<file path="src/rtl/mmio_uart.sv">
// mmio_uart: memory-mapped 8N1 UART with 8-entry TX/RX FIFOs and a programmable baud divisor.
// Optional feature macro: MMIO_UART_LOOPBACK_EN (STATUS[13] loopback of txd into the receiver).
module mmio_uart #(
    parameter logic [15:0] BASE      = 16'hC000,
    parameter logic [15:0] DIV_RESET = 16'd434
) (
    input  logic        clk,
    input  logic        rst,
    input  logic [15:0] addr,
    input  logic [15:0] wdata,
    input  logic        we,
    input  logic        re,
    output logic [15:0] rdata,
    output logic        txd,
    input  logic        rxd
);
    localparam int unsigned PW = 3;
    localparam int unsigned CW = 4;

    typedef enum logic [1:0] {S_IDLE, S_START, S_DATA, S_STOP} state_t;

    logic          sel_data, sel_stat, sel_div, rd_only;
    logic          tx_push, tx_pop, rx_push, rx_push_ok, rx_pop, ovr_set, stat_clr;
    logic [7:0]    tx_mem [8];
    logic [7:0]    rx_mem [8];
    logic [PW-1:0] tx_wp_q, tx_rp_q, rx_wp_q, rx_rp_q;
    logic [CW-1:0] tx_cnt_q, rx_cnt_q;
    logic [15:0]   div_q;
    logic          ovr_q, loop_en, rx_in;
    state_t        tx_st_q, tx_st_d, rx_st_q, rx_st_d;
    logic [15:0]   tx_tmr_q, tx_tmr_d, tx_div_q, tx_div_d;
    logic [15:0]   rx_tmr_q, rx_tmr_d, rx_div_q, rx_div_d;
    logic [2:0]    tx_bit_q, tx_bit_d, rx_bit_q, rx_bit_d;
    logic [7:0]    tx_sh_q, tx_sh_d, rx_sh_q, rx_sh_d;
    logic          txd_q, txd_d, sync1_q, sync2_q, sync3_q;

    assign sel_data   = (addr == BASE);
    assign sel_stat   = (addr == BASE + 16'd1);
    assign sel_div    = (addr == BASE + 16'd2);
    assign rd_only    = re && !we;
    assign tx_push    = we && sel_data && (tx_cnt_q != CW'(8));
    assign rx_pop     = rd_only && sel_data && (rx_cnt_q != CW'(0));
    assign stat_clr   = rd_only && sel_stat;
    assign rx_push_ok = rx_push && ((rx_cnt_q != CW'(8)) || rx_pop);
    assign ovr_set    = rx_push && (rx_cnt_q == CW'(8)) && !rx_pop;

`ifdef MMIO_UART_LOOPBACK_EN
    logic lb_q;
    // Loopback enable, the only writable STATUS bit
    always_ff @(posedge clk or posedge rst) begin
        if (rst)                 lb_q <= 1'b0;
        else if (we && sel_stat) lb_q <= wdata[13];
    end
    assign loop_en = lb_q;
    assign rx_in   = lb_q ? txd_q : rxd;
    assign txd     = lb_q ? 1'b1 : txd_q;
`else
    assign loop_en = 1'b0;
    assign rx_in   = rxd;
    assign txd     = txd_q;
`endif

    // FIFO storage; contents need no reset since counts gate visibility
    always_ff @(posedge clk) begin
        if (tx_push)    tx_mem[tx_wp_q] <= wdata[7:0];
        if (rx_push_ok) rx_mem[rx_wp_q] <= rx_sh_q;
    end

    // FIFO pointers/counts, divisor, overrun flag, synchroniser
    always_ff @(posedge clk or posedge rst) begin
        if (rst) begin
            tx_wp_q <= '0; tx_rp_q <= '0; tx_cnt_q <= '0;
            rx_wp_q <= '0; rx_rp_q <= '0; rx_cnt_q <= '0;
            div_q   <= DIV_RESET;
            ovr_q   <= 1'b0;
            sync1_q <= 1'b1; sync2_q <= 1'b1; sync3_q <= 1'b1;
        end else begin
            if (tx_push) tx_wp_q <= tx_wp_q + PW'(1);
            if (tx_pop)  tx_rp_q <= tx_rp_q + PW'(1);
            if (tx_push && !tx_pop)      tx_cnt_q <= tx_cnt_q + CW'(1);
            else if (!tx_push && tx_pop) tx_cnt_q <= tx_cnt_q - CW'(1);
            if (rx_push_ok) rx_wp_q <= rx_wp_q + PW'(1);
            if (rx_pop)     rx_rp_q <= rx_rp_q + PW'(1);
            if (rx_push_ok && !rx_pop)      rx_cnt_q <= rx_cnt_q + CW'(1);
            else if (!rx_push_ok && rx_pop) rx_cnt_q <= rx_cnt_q - CW'(1);
            if (we && sel_div) div_q <= (wdata < 16'd2) ? 16'd2 : wdata;
            if (ovr_set)       ovr_q <= 1'b1;
            else if (stat_clr) ovr_q <= 1'b0;
            sync1_q <= rx_in;
            sync2_q <= sync1_q;
            sync3_q <= sync2_q;
        end
    end

    // FSM state registers
    always_ff @(posedge clk or posedge rst) begin
        if (rst) begin
            tx_st_q <= S_IDLE; tx_tmr_q <= '0; tx_div_q <= DIV_RESET;
            tx_bit_q <= '0; tx_sh_q <= '0; txd_q <= 1'b1;
            rx_st_q <= S_IDLE; rx_tmr_q <= '0; rx_div_q <= DIV_RESET;
            rx_bit_q <= '0; rx_sh_q <= '0;
        end else begin
            tx_st_q <= tx_st_d; tx_tmr_q <= tx_tmr_d; tx_div_q <= tx_div_d;
            tx_bit_q <= tx_bit_d; tx_sh_q <= tx_sh_d; txd_q <= txd_d;
            rx_st_q <= rx_st_d; rx_tmr_q <= rx_tmr_d; rx_div_q <= rx_div_d;
            rx_bit_q <= rx_bit_d; rx_sh_q <= rx_sh_d;
        end
    end

    // TX next state: txd_d is the line value for the state being entered
    always_comb begin
        logic tx_end, tx_load;
        tx_st_d = tx_st_q; tx_tmr_d = tx_tmr_q + 16'd1; tx_div_d = tx_div_q;
        tx_bit_d = tx_bit_q; tx_sh_d = tx_sh_q; txd_d = txd_q;
        tx_pop  = 1'b0;
        tx_load = 1'b0;
        tx_end  = (tx_tmr_q == tx_div_q - 16'd1);
        case (tx_st_q)
            S_IDLE: begin
                tx_tmr_d = '0;
                txd_d    = 1'b1;
                tx_load  = (tx_cnt_q != CW'(0));
            end
            S_START: if (tx_end) begin
                tx_st_d = S_DATA; tx_tmr_d = '0; tx_bit_d = '0; txd_d = tx_sh_q[0];
            end
            S_DATA: if (tx_end) begin
                tx_tmr_d = '0;
                if (tx_bit_q == 3'd7) begin
                    tx_st_d = S_STOP; txd_d = 1'b1;
                end else begin
                    tx_bit_d = tx_bit_q + 3'd1;
                    tx_sh_d  = tx_sh_q >> 1;
                    txd_d    = tx_sh_q[1];
                end
            end
            S_STOP: if (tx_end) begin
                tx_st_d = S_IDLE; tx_tmr_d = '0; txd_d = 1'b1;
                tx_load = (tx_cnt_q != CW'(0));
            end
            default: tx_st_d = S_IDLE;
        endcase
        if (tx_load) begin
            tx_pop = 1'b1; tx_st_d = S_START; tx_tmr_d = '0;
            tx_sh_d = tx_mem[tx_rp_q]; tx_div_d = div_q; txd_d = 1'b0;
        end
    end

    // RX next state: mid-bit sampling of the synchronised line
    always_comb begin
        logic rx_end;
        rx_st_d = rx_st_q; rx_tmr_d = rx_tmr_q + 16'd1; rx_div_d = rx_div_q;
        rx_bit_d = rx_bit_q; rx_sh_d = rx_sh_q;
        rx_push = 1'b0;
        rx_end  = (rx_tmr_q == rx_div_q - 16'd1);
        case (rx_st_q)
            S_IDLE: begin
                rx_tmr_d = '0;
                if (sync3_q && !sync2_q) begin
                    rx_st_d = S_START; rx_div_d = div_q;
                end
            end
            S_START: if (rx_tmr_q == (rx_div_q >> 1) - 16'd1) begin
                rx_tmr_d = '0; rx_bit_d = '0;
                rx_st_d  = sync2_q ? S_IDLE : S_DATA;
            end
            S_DATA: if (rx_end) begin
                rx_tmr_d = '0;
                rx_sh_d  = {sync2_q, rx_sh_q[7:1]};
                if (rx_bit_q == 3'd7) rx_st_d = S_STOP;
                else                  rx_bit_d = rx_bit_q + 3'd1;
            end
            S_STOP: if (rx_end) begin
                rx_tmr_d = '0; rx_st_d = S_IDLE; rx_push = sync2_q;
            end
            default: rx_st_d = S_IDLE;
        endcase
    end

    // Combinational read mux
    always_comb begin
        logic [15:0] status;
        status = {ovr_q, (tx_st_q != S_IDLE) || (tx_cnt_q != CW'(0)), loop_en, 5'b0,
                  CW'(8) - tx_cnt_q, rx_cnt_q};
        rdata  = '0;
        if (re) begin
            if (sel_data && (rx_cnt_q != CW'(0))) rdata = {8'h00, rx_mem[rx_rp_q]};
            else if (sel_stat)                    rdata = status;
            else if (sel_div)                     rdata = div_q;
        end
    end
endmodule

</file>
<file path="config.mk">
export PLATFORM = sky130hd
export DESIGN_NAME = mmio_uart
export DESIGN_NICKNAME = d
export VERILOG_FILES = /design/src/rtl/mmio_uart.sv
export SDC_FILE = /design/constraint.sdc
export NUM_CORES = 1
export LEC_CHECK = 0
export CELL_PAD_IN_SITES_DETAIL_PLACEMENT = 1
export CELL_PAD_IN_SITES_GLOBAL_PLACEMENT = 1
export CORE_MARGIN = 4
export CORE_UTILIZATION = 45
export DETAILED_ROUTE_END_ITERATION = 8
export HOLD_SLACK_MARGIN = 0.02
export PLACE_DENSITY_LB_ADDON = 0.1
export SETUP_SLACK_MARGIN = 0.02
export SYNTH_ARGS = -nofsm -noshare
export SYNTH_HDL_FRONTEND = slang
export SYNTH_SLANG_ARGS = --single-unit
</file>
<file path="constraint.sdc">
create_clock -name clk -period 4.4 [get_ports clk]
set_input_delay 0.44 -clock clk [delete_from_list [all_inputs] [get_ports clk]]
set_output_delay 0.44 -clock clk [all_outputs]
set_load 0.02 [all_outputs]
</file>
==> flow_summary_export.csv <==
group,metric,value,unit
final_layout,most_common_library_cell_in_the_layout_ignoring_fill_and_taps,"edfxtp_1",
sta,finalHoldViolations,0,
worst_setup_path,critPathArrivalTime,4480,ps
synth,synthArstFlopShare,0.506,
global_routing,grt_start_max_net_pins,90,
drt,route.detailed.vias_per_inst,5.55,
final_layout,proportion_of_layout_cells_with_a_drive_suffix_above_1,0.187,
worst_setup_path,timing.critical_path.slowest_cell_delay,590,ps
synth,post_synth_instance_area,12600,sq um
synth,post_synth_xor_area_fraction,0.0717,
status,status,"finished, final reports clean",
flow_run,drv.max_cap_violation_count,0,
power,internal_power,4.38,mW
synth,post_synth_mux_area_share,0.138,
synth,synthCells,958,
final_layout,mostFrequentLayoutCells,"edfxtp_1 (128), dfrtp_1 (112), nor2_1 (64), xnor2_1 (53), clkdlybuf4s50_1 (53)",
final_layout,stdcell_area,14700,sq um
final_layout,area.growth.synth_to_final,17.1,%
sta,maxClockFrequency,0.247,GHz
sta,min_period,4060,ps
synth,synth_top_family_by_area,"multiplexers",
power,swShare,0.211,
global_routing,gr-total-overflow,0,
global_routing,grt_util_all_layers,0.203,
synth,yosys.area_share.adder,0.0290,
placement,postPlaceCellArea,13600,sq um
worst_setup_path,crit_path_cell_trace,"inv_1, ha_1, and2_1, o21a_1, o31ai_1, nand4_1, or4_4, nor4b_4, ha_1, inv_1, ha_1, a21o_1, a21oi_1, xnor2_1, nor2_1, xnor2_1",
worst_setup_path,critical-path-slowest-cell,"or4_4",
synth,average_cell_area_after_synthesis,13.1,sq um
power,peakVddDrop,336,uV
clocking,cts_inserted_buffers,29,
worst_setup_path,cp_max_fo,5,
placement,dp.cells,1364,
placement,port_buffers,53,
clocking,source_to_sink_clock_delay_at_the_later_pin_of_the_worst_skew_pair,550,ps
clocking,clock_tree.htree_level_count,1,
worst_setup_path,ws_path_type,"reg2reg",
placement,finalWeightedCongestion,0.797,
worst_setup_path,critical_path.startpoint_type,"flop",
synth,ys_seq_elements,259,
final_layout,finalNonFillerCells,1418,
synth,syn_nets,1023,
synth,synth_flop_cell,"edfxtp_1",
floorplan,floorplan.io_pins,54,
sta,tns,0,ps
power,total_leakage_power,5.95,nW
synth,synth-edff-count,128,
drt,dr.pass1.iters,5,
floorplan,die_height,175,um
sta,timing.final.crit_share,0.922,
drt,residual_drc,0,
floorplan,std_cell_rows,60,
power,power.share.combinational,0.040,
drt,detail_route.wirelength,30500,um
final_layout,fin_util,0.541,
sta,worst_pin_slew,871,ps
global_routing,grt_pass1_wl,49200,um
synth,synth-compound-area-share,0.0455,
floorplan,core_area,27300,sq um
global_routing,grt_pass1_vias,8343,
worst_setup_path,cp.required,4830,ps
placement,detailed_place_hpwl,21300,um
worst_setup_path,worst_setup_path_startpoint,"rx_div_q[1]",
sta,timing.final.setup_violations,0,
clocking,cts_tree,"built",
clocking,cts.root.buffer_cell,"clkbuf_16",
sta,timing.max_slew.rel_slack,0.419,
worst_setup_path,cpMostUsedCell,"ha_1",
synth,yosysWarnings,0,
power,power_density,377,nW/um^2
global_routing,grt_antenna_before_repair,0,
sta,final-max-slew-violation-count,0,
drt,drt_iter0_drc,443,
final_layout,antenna-diode-count,0,
power,seq_power_share,0.471,
final_layout,design.final.nets,1088,
worst_hold_path,hold_start,"rxd",
synth,yosysSeqAreaShare,0.568,
synth,synth_top_cell_by_area,"edfxtp_1",
sta,timing.final.ws_setup,345,ps
worst_setup_path,crit_path_end_kind,"flop",
synth,largest_cells_by_area_after_synthesis,"edfxtp_1 (31%), dfrtp_1 (22%), mux4_2 (5.7%)",
power,switching_power,1.17,mW
synth,synth_largest_type_area_fraction,0.305,
clocking,cts_num_sinks,259,
drt,detail_route.wl_per_cell,21.5,um
drt,ant_nets,0,
sta,fin_worst_skew,19.1,ps
synth,simple_gate_share_of_the_synthesized_area,0.127,
floorplan,die_area,30700,sq um
drt,detailroute.via_count,7867,
clocking,clock_path_buffers,3,
worst_setup_path,worst_reg2reg_path_startpoint,"rx_div_q[1]",
clocking,clk_pin_slew,60,ps
floorplan,dieWidth,175,um
synth,count_of_cell_types_in_the_netlist,67,
power,clock_power_share,0.489,
floorplan,floorplan.initialDensity,0.462,
worst_hold_path,hold_class,"in2reg",
sta,rsz0062_at_grt,"false",
placement,dp_slack,62.9,ps
power groups by stage:
stage          clock network [mW]  logic [mW]  registers [mW]
4_1_cts                      2.78       0.220            2.62
3_5_place_dp                    0       0.218            2.67
5_1_grt                      2.91       0.245            2.62
6_report                     2.72       0.221            2.62
2_1_floorplan                   0       0.151            2.63
3_3_place_gp                    0       0.212            2.66
path summary, 6_finish.rpt:
| kind | endpoint | slack (ps) | cells past startpoint |
|---|---|---|---|
| worst min register to register | sync2_q | 360 | 0 |
| min in group asynchronous | tx_tmr_q[0] | 460 | 2 |
| worst max-delay path | rx_cnt_q[3] | 340 | 16 |
| max in group asynchronous | div_q[1] | 3010 | 3 |
| worst min-delay path | sync1_q | 300 | 1 |
| worst max register to register | rx_cnt_q[3] | 340 | 16 |
logic make-up (layout without fill, tap and decap cells):
kind of cell    after synthesis  in the layout
compound gates               81             81
xor+xnor                    103            103
fa+ha+maj                    28             28
buf+inv                      69            157
flops                       259            259
mux                         125            125
simple gates                293            293
sequential cells by signal (all words and copies together), names as in the netlist, 4 cells and up, named ones only:
name and flops:
rx_mem 64, tx_mem 64, div_q 16, rx_div_q 16, rx_tmr_q 16, tx_div_q 16, tx_tmr_q 16, rx_sh_q 8
tx_sh_q 8, rx_cnt_q 4, tx_cnt_q 4
per-stage QoR:
step / hold slack [ps] / power, mW
2_1_floorplan: 345 / 2.78
3_3_place_gp: 350 / 2.88
3_5_place_dp: 352 / 2.88
4_1_cts: 277 / 5.62
5_1_grt: 280 / 5.78
6_report: 300 / 5.55
worst max-delay path, delay by kind of cell (launching register included):
kind	cells	cell delay [ps]
flops	1	580
buf+inv	2	180
compound gates	4	870
fa+ha+maj	3	720
simple gates	5	1340
xor+xnor	2	260
Yosys cell counts, drive strengths merged (10+ instances only):
master    n
dfstp    19
clkbuf   32
and2     11
nand3    29
nor2     64
nor4     17
and3     10
xnor2    53
dfrtp   112
mux2i    27
buf      13
a21oi    14
inv      24
edfxtp  128
mux4     32
ha       26
o21ai    13
or4      10
xor2     50
nor2b    13
mux2     66
nor3     26
nand2    49
nor4b    11
layer usage:
metal	vias to the layer above	global-route usage	routed length (um)
li1	3689	-	-
met1	4027	0.293	14300
met2	113	0.334	14700
met3	38	0.0239	838
met4	0	0.0435	674
met5	-	0	0
final cells by class:
cell class / count / area [sq um]
well taps: 372 / 465
fillers: 2712 / 12500
flip-flops and latches: 259 / 7150
inverters: 24 / 95.1
clock inverters: 21 / 318
multi-input cells: 630 / 5220
repair buffers: 79 / 726
clock buffers: 33 / 771
what timing repair did:
action,CTS,global route
endpoints found under the setup margin,0,2
buffers inserted,0,0
endpoints found under the hold margin,0,0
hold buffers,0,0
resized for setup,0,7
(Power assumes the default switching activity.)
